## config.mk

```make
export PLATFORM = sky130hd
export DESIGN_NAME = fft16_sequencer
export DESIGN_NICKNAME = d
export VERILOG_FILES = /design/src/rtl/fft16_pkg.sv /design/src/rtl/fft16_bf_addr_gen.sv /design/src/rtl/fft16_sequencer.sv
export SDC_FILE = /design/constraint.sdc
export NUM_CORES = 1
export LEC_CHECK = 0
export CELL_PAD_IN_SITES_DETAIL_PLACEMENT = 0
export CELL_PAD_IN_SITES_GLOBAL_PLACEMENT = 1
export CORE_ASPECT_RATIO = 1.4
export CORE_UTILIZATION = 31
export CTS_CLUSTER_SIZE = 14
export DETAILED_ROUTE_END_ITERATION = 8
export PLACE_DENSITY = 0.77
export SLEW_MARGIN = 20
export SYNTH_ARGS = -nofsm -noshare
export SYNTH_HDL_FRONTEND = slang
export SYNTH_SLANG_ARGS = --single-unit
```

## constraint.sdc

```tcl
create_clock -name clk -period 2.8 [get_ports clk]
set_input_delay 0.56 -clock clk [delete_from_list [all_inputs] [get_ports clk]]
set_output_delay 0.56 -clock clk [all_outputs]
set_load 0.02 [all_outputs]
```

## src/rtl/fft16_pkg.sv

```systemverilog
// Shared definitions for the 16-point FFT sequencer: transform size,
// sequencer state encoding and the twiddle-index width used by the LUT.
package fft16_pkg;
    localparam int N     = 16;
    localparam int LOG2N = 4;
    localparam int TW_W  = 3;

    typedef enum logic [2:0] {
        IDLE,
        LOAD,
        COMPUTE,
        WAIT,
        UNLOAD,
        DONE
    } state_t;
endpackage

```

## src/rtl/fft16_bf_addr_gen.sv

```systemverilog
// Radix-2 DIF butterfly operand and twiddle addressing for one
// (stage, butterfly index) pair; purely combinational.
module fft16_bf_addr_gen
    import fft16_pkg::*;
(
    input  logic [1:0]       stage,
    input  logic [2:0]       j,
    output logic [LOG2N-1:0] addr_a,
    output logic [LOG2N-1:0] addr_b,
    output logic [TW_W-1:0]  tw_index
);
    logic [3:0] span;
    logic [2:0] pos_mask;
    logic [2:0] pos;

    // span is a power of two, so group/position split is a mask and the
    // group base 2*span*group is just the upper bits of j shifted left once.
    always_comb begin
        span     = 4'd8 >> stage;
        pos_mask = 3'd7 >> stage;
        pos      = j & pos_mask;
        addr_a   = {j & ~pos_mask, 1'b0} | {1'b0, pos};
        addr_b   = addr_a + span;
        tw_index = pos << stage;
    end
endmodule

```

## src/rtl/fft16_sequencer.sv

```systemverilog
// Control sequencer for an in-place 16-point radix-2 DIF FFT: loads samples,
// issues 4 stages of 8 butterflies with pipeline drain, then reads out bit-reversed.
module fft16_sequencer
    import fft16_pkg::*;
#(
    parameter int BF_LAT = 3
) (
    input  logic             clk,
    input  logic             reset,
    input  logic             start,
    input  logic             in_valid,
    output logic             in_ready,
    output logic             wr_en,
    output logic [LOG2N-1:0] wr_addr,
    output logic             bf_valid,
    input  logic             bf_ready,
    output logic [LOG2N-1:0] bf_addr_a,
    output logic [LOG2N-1:0] bf_addr_b,
    output logic [TW_W-1:0]  bf_tw_index,
    output logic [1:0]       bf_stage,
    output logic             out_valid,
    input  logic             out_ready,
    output logic [LOG2N-1:0] out_addr,
    output logic             out_last,
    output logic             busy,
    output logic             done
);
    state_t           state;
    logic [LOG2N-1:0] load_cnt;
    logic [2:0]       bf_cnt;
    logic [1:0]       stage;
    logic [LOG2N-1:0] k;
    logic [3:0]       wait_cnt;
    logic [LOG2N-1:0] gen_a;
    logic [LOG2N-1:0] gen_b;
    logic [TW_W-1:0]  gen_tw;

    function automatic logic [LOG2N-1:0] bit_rev4(input logic [LOG2N-1:0] v);
        return {v[0], v[1], v[2], v[3]};
    endfunction

    fft16_bf_addr_gen u_addr_gen (
        .stage    (stage),
        .j        (bf_cnt),
        .addr_a   (gen_a),
        .addr_b   (gen_b),
        .tw_index (gen_tw)
    );

    assign wr_en       = in_valid & in_ready;
    assign wr_addr     = load_cnt;
    assign bf_stage    = stage;
    // Addresses read as zero whenever no butterfly is being offered.
    assign bf_addr_a   = bf_valid ? gen_a  : '0;
    assign bf_addr_b   = bf_valid ? gen_b  : '0;
    assign bf_tw_index = bf_valid ? gen_tw : '0;
    assign out_addr    = bit_rev4(k);
    assign out_last    = out_valid & (k == 4'(N - 1));

    always_ff @(posedge clk or posedge reset) begin
        if (reset) begin
            state     <= IDLE;
            load_cnt  <= '0;
            bf_cnt    <= '0;
            stage     <= '0;
            k         <= '0;
            wait_cnt  <= '0;
            in_ready  <= 1'b0;
            bf_valid  <= 1'b0;
            out_valid <= 1'b0;
            busy      <= 1'b0;
            done      <= 1'b0;
        end else begin
            case (state)
                IDLE: begin
                    if (start) begin
                        state    <= LOAD;
                        in_ready <= 1'b1;
                        busy     <= 1'b1;
                        load_cnt <= '0;
                    end
                end
                LOAD: begin
                    if (wr_en) begin
                        if (load_cnt == 4'(N - 1)) begin
                            state    <= COMPUTE;
                            in_ready <= 1'b0;
                            bf_valid <= 1'b1;
                            load_cnt <= '0;
                            stage    <= '0;
                            bf_cnt   <= '0;
                        end else begin
                            load_cnt <= load_cnt + 1'b1;
                        end
                    end
                end
                COMPUTE: begin
                    if (bf_ready) begin
                        if (bf_cnt == 3'(N / 2 - 1)) begin
                            state    <= WAIT;
                            bf_valid <= 1'b0;
                            bf_cnt   <= '0;
                            wait_cnt <= '0;
                        end else begin
                            bf_cnt <= bf_cnt + 1'b1;
                        end
                    end
                end
                // Let the external butterfly pipeline drain before the next
                // stage reads results written by this one.
                WAIT: begin
                    if (wait_cnt == 4'(BF_LAT - 1)) begin
                        wait_cnt <= '0;
                        if (stage == 2'(LOG2N - 1)) begin
                            state     <= UNLOAD;
                            out_valid <= 1'b1;
                            k         <= '0;
                        end else begin
                            state    <= COMPUTE;
                            stage    <= stage + 1'b1;
                            bf_cnt   <= '0;
                            bf_valid <= 1'b1;
                        end
                    end else begin
                        wait_cnt <= wait_cnt + 1'b1;
                    end
                end
                UNLOAD: begin
                    if (out_ready) begin
                        if (k == 4'(N - 1)) begin
                            state     <= DONE;
                            out_valid <= 1'b0;
                            done      <= 1'b1;
                            k         <= '0;
                        end else begin
                            k <= k + 1'b1;
                        end
                    end
                end
                DONE: begin
                    state <= IDLE;
                    done  <= 1'b0;
                    busy  <= 1'b0;
                    stage <= '0;
                end
                default: begin
                    state <= IDLE;
                end
            endcase
        end
    end
endmodule

```

-- Yosys cells after proc, flatten, opt, wreduce, memory -nomap -nowiden
Cells that the tools add are included.
- logic and storage cells: 123
- output and inout port bits: 28
- input bits: 6
- register bits after elaboration: 25
- mux-type cells: 58
- add/sub/neg operators: 6
- reductions and logical operators: 19
- shift operators: 3
- equality and inequality tests: 20
- bitwise gates (word level): 6
- operator list (kind ; number):
    $mux W3 ; 16
    $mux W4 ; 12
    $pmux W4 S2 ; 3
    $ne A2 B2 Y1 const B ; 10
    $mux W1 ; 15
    $pmux W3 S5 ; 1
    $add A4 B1 Y4 const B ; 3
    $reduce_and A5 Y1 ; 2
    $reduce_bool A2 Y1 ; 5
    $eq A3 B3 Y1 const B ; 3
    $pmux W3 S3 ; 1
    $reduce_and A3 Y1 ; 3
    $eq A4 B4 Y1 const B ; 2
    $mux W2 ; 4
    $pmux W1 S2 ; 4
    $reduce_and A4 Y1 ; 2
    $reduce_and A8 Y1 ; 1
    $reduce_and A7 Y1 ; 1
    $and A3 B3 Y3 ; 2
    $eq A3 B2 Y1 const B ; 2
    $pmux W2 S3 ; 1
    $reduce_and A6 Y1 ; 1
    $reduce_bool A3 Y1 ; 2
    $add A4 B4 Y4 ; 1
    14 further kinds ; 15

-- Logic depth before layout (Yosys ltp)
Gate-level depths: netlist of the first run.
- depth in word-level cells: 6
- gate-level depth with buffers: 9
- mapped depth without buffers: 8

-- Modules after synthesis
Synthesis of the first run repeated with hierarchy kept, for this count alone.
- cells, all modules: 187
- area total of the unflattened synthesis: 1729.2 um^2
- modules (own cells, without submodules) (module ; area each (um^2) ; times used ; sequential area each (um^2) ; cells an instance):
    fft16_sequencer ; 1529.0 ; 1 ; 625.6 ; 159
    fft16_bf_addr_gen ; 200.2 ; 1 ; 0.0 ; 28

-- Worst setup path before layout of the first run
OpenSTA, ideal clock, no wires.
- kind: register to output
- start point: register stage[0] (netlist: bf_stage[0])
- end point: output port bf_addr_b[3]
- required time: 2.240 ns
- buffers on the path: 1
- arrival time: 2.069 ns
- stages on the path, launching flop included: 10
- setup slack: 0.171 ns
- cell sequence: dfrtp_1 -> clkbuf_1 -> inv_1 -> ha_1 -> nand2_1 -> o21ai_0 -> ha_1 -> a21oi_1 -> xor2_1 -> and2_1
- word-level cells in the longest chain between the ends: 6
- elaborated cells between the ends (all ways): 8
- those cells by class: add/sub: 1; shift: 2; mux: 1; bitwise: 4
- RTL lines (what ; RTL line ; RTL):
    start, declared ; fft16_sequencer.sv:31 ; logic [1:0] stage;
    start signal, assigned ; fft16_sequencer.sv:120 ; stage <= stage + 1'b1;
    $shr A3 B2 Y3 ; fft16_bf_addr_gen.sv:20 ; pos_mask = 3'd7 >> stage;
    $not A3 Y3 ; fft16_bf_addr_gen.sv:22 ; addr_a = {j & ~pos_mask, 1'b0} | {1'b0, pos};
    $and A3 B3 Y3 ; fft16_bf_addr_gen.sv:22 ;
    $or A4 B3 Y4 ; fft16_bf_addr_gen.sv:22 ;
    $add A4 B4 Y4 (*) ; fft16_bf_addr_gen.sv:23 ; addr_b = addr_a + span;
    $mux W4 (*) ; fft16_sequencer.sv:55 ; assign bf_addr_b = bf_valid ? gen_b : '0;
    end, declared ; fft16_sequencer.sv:18 ; output logic [LOG2N-1:0] bf_addr_b,
Mark *: on every way between the ends. The rest lies on a longest branch, timed or not.

-- Worst setup path after layout of the first run
- start point: register stage[0] (netlist: bf_stage[0])
- end point: output port bf_addr_b[0]
- word-level cells in the longest chain between the ends: 5
- elaborated cells between the ends (all ways): 6
- those cells by class: add/sub: 1; shift: 2; mux: 1; bitwise: 2
- RTL lines (what ; RTL line ; RTL):
    $shr A3 B2 Y3 ; fft16_bf_addr_gen.sv:20 ;
    $and A3 B3 Y3 ; fft16_bf_addr_gen.sv:21 ; pos = j & pos_mask;
    $or A4 B3 Y4 ; fft16_bf_addr_gen.sv:22 ;
    $add A4 B4 Y4 (*) ; fft16_bf_addr_gen.sv:23 ;
    $mux W4 (*) ; fft16_sequencer.sv:55 ;
Marks and branches as above.

==> results of run 1 <==
cells in the final DEF, fill, tap and decap left out, drive strengths merged, types with 2 or more instances in the layout:
master	count
a21o	3
mux2i	4
ha	14
nand2b	3
inv	13
nor2	10
clkdlybuf4s50	29
o211a	2
nor3b	4
xor2	2
o21a	3
buf	17
nor2b	2
dfrtp	25
mux2	2
and2	7
nand3	12
nand2	19
o21ai	22
nor3	5
a21oi	9
nand4	3
clkbuf	5
per-layer routing:
layer,wire (um),GRT usage,vias to the layer above
met1,1650,0.171,706
met2,2100,0.264,28
li1,-,-,762
met5,0,0,-
met3,103,0.0126,4
met4,38,0.0435,0
flip-flops by register name (all words and copies together) (netlist names), 2 cells and up:
register	count
k	4
bf_stage	2
wait_cnt	4
wr_addr	4
state	3
bf_cnt	3
cells by family (layout without fill, tap and decap cells):
| kind of cell | after synthesis | count (layout) |
|---|---|---|
| flip-flops | 25 | 25 |
| buffers and inverters | 20 | 65 |
| adder cells (fa/ha/maj) | 15 | 15 |
| multiplexers | 6 | 6 |
| AND/OR/NAND/NOR | 72 | 72 |
| XOR/XNOR | 2 | 2 |
| AO/OA/AOI/OAI | 49 | 49 |
metrics by stage:
step / setup TNS (ns) / cell area [um^2]
floorplan: 0 / 1760
global placement: 0 / 2250
detailed placement: -0.0317 / 2250
CTS: 0 / 2290
global route: 0 / 2280
finish: 0 / 2280
cell type report:
type,count,share of cell area
Clock buffer,4,0.0197
Inverter,13,0.0214
Multi-Input combinational cell,144,0.459
Sequential cell,25,0.274
Tap cell,68,0.0372
Timing Repair Buffer,48,0.188
power breakdown:
group | internal (mW) | switching (mW) | total [mW]
registers | 0.361 | 0 | 0.361
clock network | 0.102 | 0.111 | 0.213
logic | 0.00831 | 0.0108 | 0.0191
total | 0.471 | 0.122 | 0.593
critical path, stage by stage (launching register included):
cell             delay, ns
dfrtp_1               0.42
ha_1                  0.21
nand2b_1              0.16
inv_1                 0.09
ha_2                  0.26
and2_1                0.15
clkdlybuf4s50_1       0.53
worst max-delay path by stage:
| stage | start | endpoint | slack (ns) | depth (start not counted) |
|---|---|---|---|---|
| floorplan | bf_stage[0] | bf_addr_b[3] | 0.17 | 9 |
| global placement | bf_stage[0] | bf_addr_b[3] | 0.02 | 9 |
| detailed placement | bf_stage[0] | bf_addr_b[3] | -0.03 | 9 |
| CTS | bf_stage[0] | bf_addr_b[3] | 0.003 | 9 |
| global route | bf_stage[0] | bf_addr_b[3] | 0.03 | 9 |
| finish | bf_stage[0] | bf_addr_b[0] | 0.16 | 6 |
repair_timing:
action                                  in CTS  in global routing
resized for setup                            7                  8
endpoints found under the setup margin       3                  4
pin swaps                                    0                  1
hold buffers                                 0                  0
==> flow_summary.ini, run 1 <==
[logic_synthesis]
async_flop_share = 1.00
synthSimpleGateAreaFrac = 0.250
yosysMostFrequentCell = dfrtp_1
syn-instance-count = 189
synth.largest_area_cell = dfrtp_1
synth_top_family_by_area = simple AND/OR/NAND/NOR gates
synth-seq-cells = 25
synth_area_um2 = 1760
yosys.cell_types.count = 47
ys_seq_area_frac = 0.356
yosys.area_share.xor_xnor = 0.00996
syn-num-nets = 210
syn_area_per_cell_um2 = 9.31
synth_edf_count = 0
synthMuxAreaShare = 0.0398
ys.flop_type = dfrtp_1
synth.top_cells.by_count = dfrtp_1 (25), o21ai_0 (21), nand2_1 (19), ha_1 (14), inv_1 (13)
synth_top_area_frac = 0.356
synth_top_cells_by_area = dfrtp_1 (36%), ha_1 (10%), o21ai_0 (6.0%), nand2_1 (4.1%), nand3_4 (3.0%)
ys_warn_count = 0
synthAdderAreaFrac = 0.111
synth_compound_area_frac = 0.183

[sta]
fin_ws_ns = 0.157
fin_skew_ns = 0.00417
max_freq_mhz = 378
grt_setup_unrepaired = false
timing_max_transition_violations_final = 0
worstMarginPinSlew_ns = 0.569
finalHoldViolCount = 0
post-route-period-util = 0.944
holdWs_ns = 0.527
slew_headroom = 0.620
setup_viol = 0
fin_crit_ns = 2.64

[global_route]
grt_usage = 0.144
grt_max_degree = 26
grt_pass1_wl_um = 6860
gr-total-overflow = 0
first_global_vias = 1522
grt_antenna_before_repair = 0

[detailed_routing]
route.vias.total = 1500
wl_per_cell_um = 12.9
wl_um = 3900
drt_iter0_drc = 22
dr.pass1.iters = 4
ant_nets = 0
drc = 0
vias_per_cell = 4.97

[cells_and_area]
drive_gt1_frac = 0.154
final_cells = 302
syn2layout_area_growth_pct = 29.9
layout.nets = 256
nFillCells = 565
seq_area_um2 = 626
fin_util = 0.417
insertedDiodeCount = 0
multi_input_area_um2 = 1050

[worst_hold_path]
hold_start = done
hold_depth = 1
worstHoldEndpoint = done
hold_path.class = flop to flop

[status]
status = finished, final reports clean

[clock_tree]
root_buffer = clkbuf_8
cts_tree = built
clock-sinks = 25
clock_path_buffers = 2
path_clk_slew_ns = 0.08
htreeDepth = 1
post_cts_buffers = 0
cts_buffers = 3
clk_latency_ns = 0.27

[pwr]
fin_total_pwr_uw = 593
pwr_density_cell_nw_per_um2 = 259
leakagePower_nw = 1.07
vdd_ir_drop_max_uv = 180

[die]
initial_core_util = 0.321
dieArea_um2 = 5980
io_pins = 34
core_area_um2 = 5490
rows = 32
fp.dieH_um = 91.1
die_x_um = 65.7

[worst_setup_path]
crit_arrival_ns = 2.08
crit_type = flop to primary output
worstReg2RegEnd = bf_stage[0]
r2r_start = bf_stage[0]
reg2reg_depth = 7
critPathCaptureType = primary output
rrSetupSlack_ns = 0.89
cp.required_ns = 2.24
start_kind = flop
path_max_fanout = 4

[place]
place_ws_ns = -0.0317
gp_congestion = 0.741
portBuffers = 33
hpwl_um = 3030
dp_cells = 298

[run]
maxCapViolCount = 0
(Power assumes the default switching activity.)
==> run 2, diff against run 1 <==
Settings changed: CORE_ASPECT_RATIO 1.4 to default, RECOVER_POWER from default to 100.
==> run 2 against run 1 <==
- first-iteration DRC count rose by 18%
- clock skew fell by 0.0011 ns
- largest cell class unchanged
- critical path type unchanged
- design area fell by 2.7%
- routed wire length rose by 1.0%
- critical endpoint is now bf_tw_index[2]
==> flow_summary.ini, run 2 (synthesis results as in run 1) <==
[worst_setup_path]
path_max_fanout = 4
critPathCaptureType = primary output
start_kind = flop
cpPeakStageDelay_ns = 0.59
crit_chain = ha_1, nand2b_4, buf_4, o21ai_0, o211a_1, clkdlybuf4s50_1
cp.required_ns = 2.24
crit_arrival_ns = 2.08
crit_type = flop to primary output
cp_slowest_cell = clkdlybuf4s50_1

[place]
place_ws_ns = -0.0391
placedInstanceArea_um2 = 2250
gp_congestion = 0.775
portBuffers = 33
hpwl_um = 2950
dp_cells = 302

[pwr]
seqPwrFrac = 0.601
p_switching_uw = 131
swShare = 0.218
clkPwrFrac = 0.370
pwr_density_cell_nw_per_um2 = 270
vdd_ir_drop_max_uv = 149
leakagePower_nw = 1.08
p_int_uw = 470
p_comb_frac = 0.030

[sta]
fin_ws_ns = 0.162
timing_max_transition_violations_final = 0
finalHoldViolCount = 0
max_freq_mhz = 379
post-route-period-util = 0.942
fin_skew_ns = 0.00307
setup_viol = 0
worstMarginPinSlew_ns = 1.41
slew_headroom = 0.0619
fin_crit_ns = 2.64

[detailed_routing]
drc = 0
wl_per_cell_um = 12.9
vias_per_cell = 5.00
ant_nets = 0
route.vias.total = 1530
wl_um = 3940
drt_iter0_drc = 26
dr.pass1.iters = 4

[die]
fp.dieH_um = 77.3
rows = 27
initial_core_util = 0.321
die_x_um = 77.3
io_pins = 34
core_area_um2 = 5470
dieArea_um2 = 5980

[cells_and_area]
mostFrequentLayoutCell = dlygate4sd3_1
syn2layout_area_growth_pct = 26.4
layout.nets = 256
insertedDiodeCount = 0
fin_util = 0.406
layout_common_cells = dlygate4sd3_1 (26), dfrtp_1 (25), o21ai_0 (20), nand2_1 (19), buf_4 (14)
final_cells = 306
design_area_um2 = 2220
drive_gt1_frac = 0.111

[global_route]
grt_max_degree = 26
grt_pass1_wl_um = 6710
first_global_vias = 1447
gr-total-overflow = 0
grt_usage = 0.139
grt_antenna_before_repair = 0

[clock_tree]
htreeDepth = 1
path_clk_slew_ns = 0.09
clk_latency_ns = 0.27
cts_tree = built
root_buffer = clkbuf_8
clock-sinks = 25
clock_path_buffers = 2
cts_buffers = 3

[run]
maxCapViolCount = 0

[status]
status = finished, final reports clean

[worst_hold_path]
hold_path.class = flop to flop
[run 2: changes by cell type in the layout (fill, tap and decap cells not counted), sizes merged]
cell           change
dlymetal6s2s       -1
clkbuf             +3
dlygate4sd3       +26
buf                -3
clkdlybuf4s50     -25
[run 2: layer usage]
metal  GRT usage  up-vias  wire [um]
met3      0.0176        5        113
met1       0.183      731       1900
met5           0        -          0
met2       0.236       30       1870
li1            -      764          -
met4      0.0453        0         48
[run 2: power groups by stage]
stage / registers, mW / logic, mW / clock network [mW]
2_1_floorplan: 0.368 / 0.00697 / 0
3_3_place_gp: 0.368 / 0.0201 / 0
3_5_place_dp: 0.368 / 0.0204 / 0
4_1_cts: 0.361 / 0.0204 / 0.228
5_1_grt: 0.361 / 0.0202 / 0.240
6_report: 0.361 / 0.0179 / 0.222
[run 2: through the flow]
stage / hold WS, ns / total power [mW] / TNS [ns]
finish: 0.518 / 0.601 / 0
global route: 0.541 / 0.621 / -0.00768
CTS: 0.530 / 0.610 / 0
detailed placement: 0.503 / 0.388 / -0.0391
global placement: 0.499 / 0.388 / -0.000698
floorplan: 0.500 / 0.375 / 0
[run 2: final timing paths]
path                                   to  cells past startpoint        start  slack [ns]
max in group asynchronous      wr_addr[1]                      3        reset        0.79
min in group asynchronous     wait_cnt[3]                      3        reset        1.19
min reg2reg                          busy                      2         busy        0.52
min                                  busy                      2         busy        0.52
max                        bf_tw_index[2]                      6  bf_stage[0]        0.16
max reg2reg                          k[2]                      5     state[0]        0.58
[run 2: what timing repair did]
item | in CTS | in global routing
cloned | 0 | 0
hold buffers | 0 | 0
setup endpoints to repair | 3 | 4
pin swaps | 0 | 1
setup buffers | 0 | 0
resized for setup | 9 | 8
[run 2: critical path, delay by kind of cell (launching register included)]
kind            cells  cell delay, ns
buf+inv             2            0.72
simple gates        1            0.14
flops               1            0.42
fa+ha+maj           1            0.22
compound gates      2            0.30
[run 2: final cells by class]
class                   count  area, um^2
repair buffers             48         422
multi-input cells         144         992
fillers                   586        3250
clock buffers               4        45.0
flip-flops and latches     25         626
inverters                  13        48.8
well taps                  72        90.1
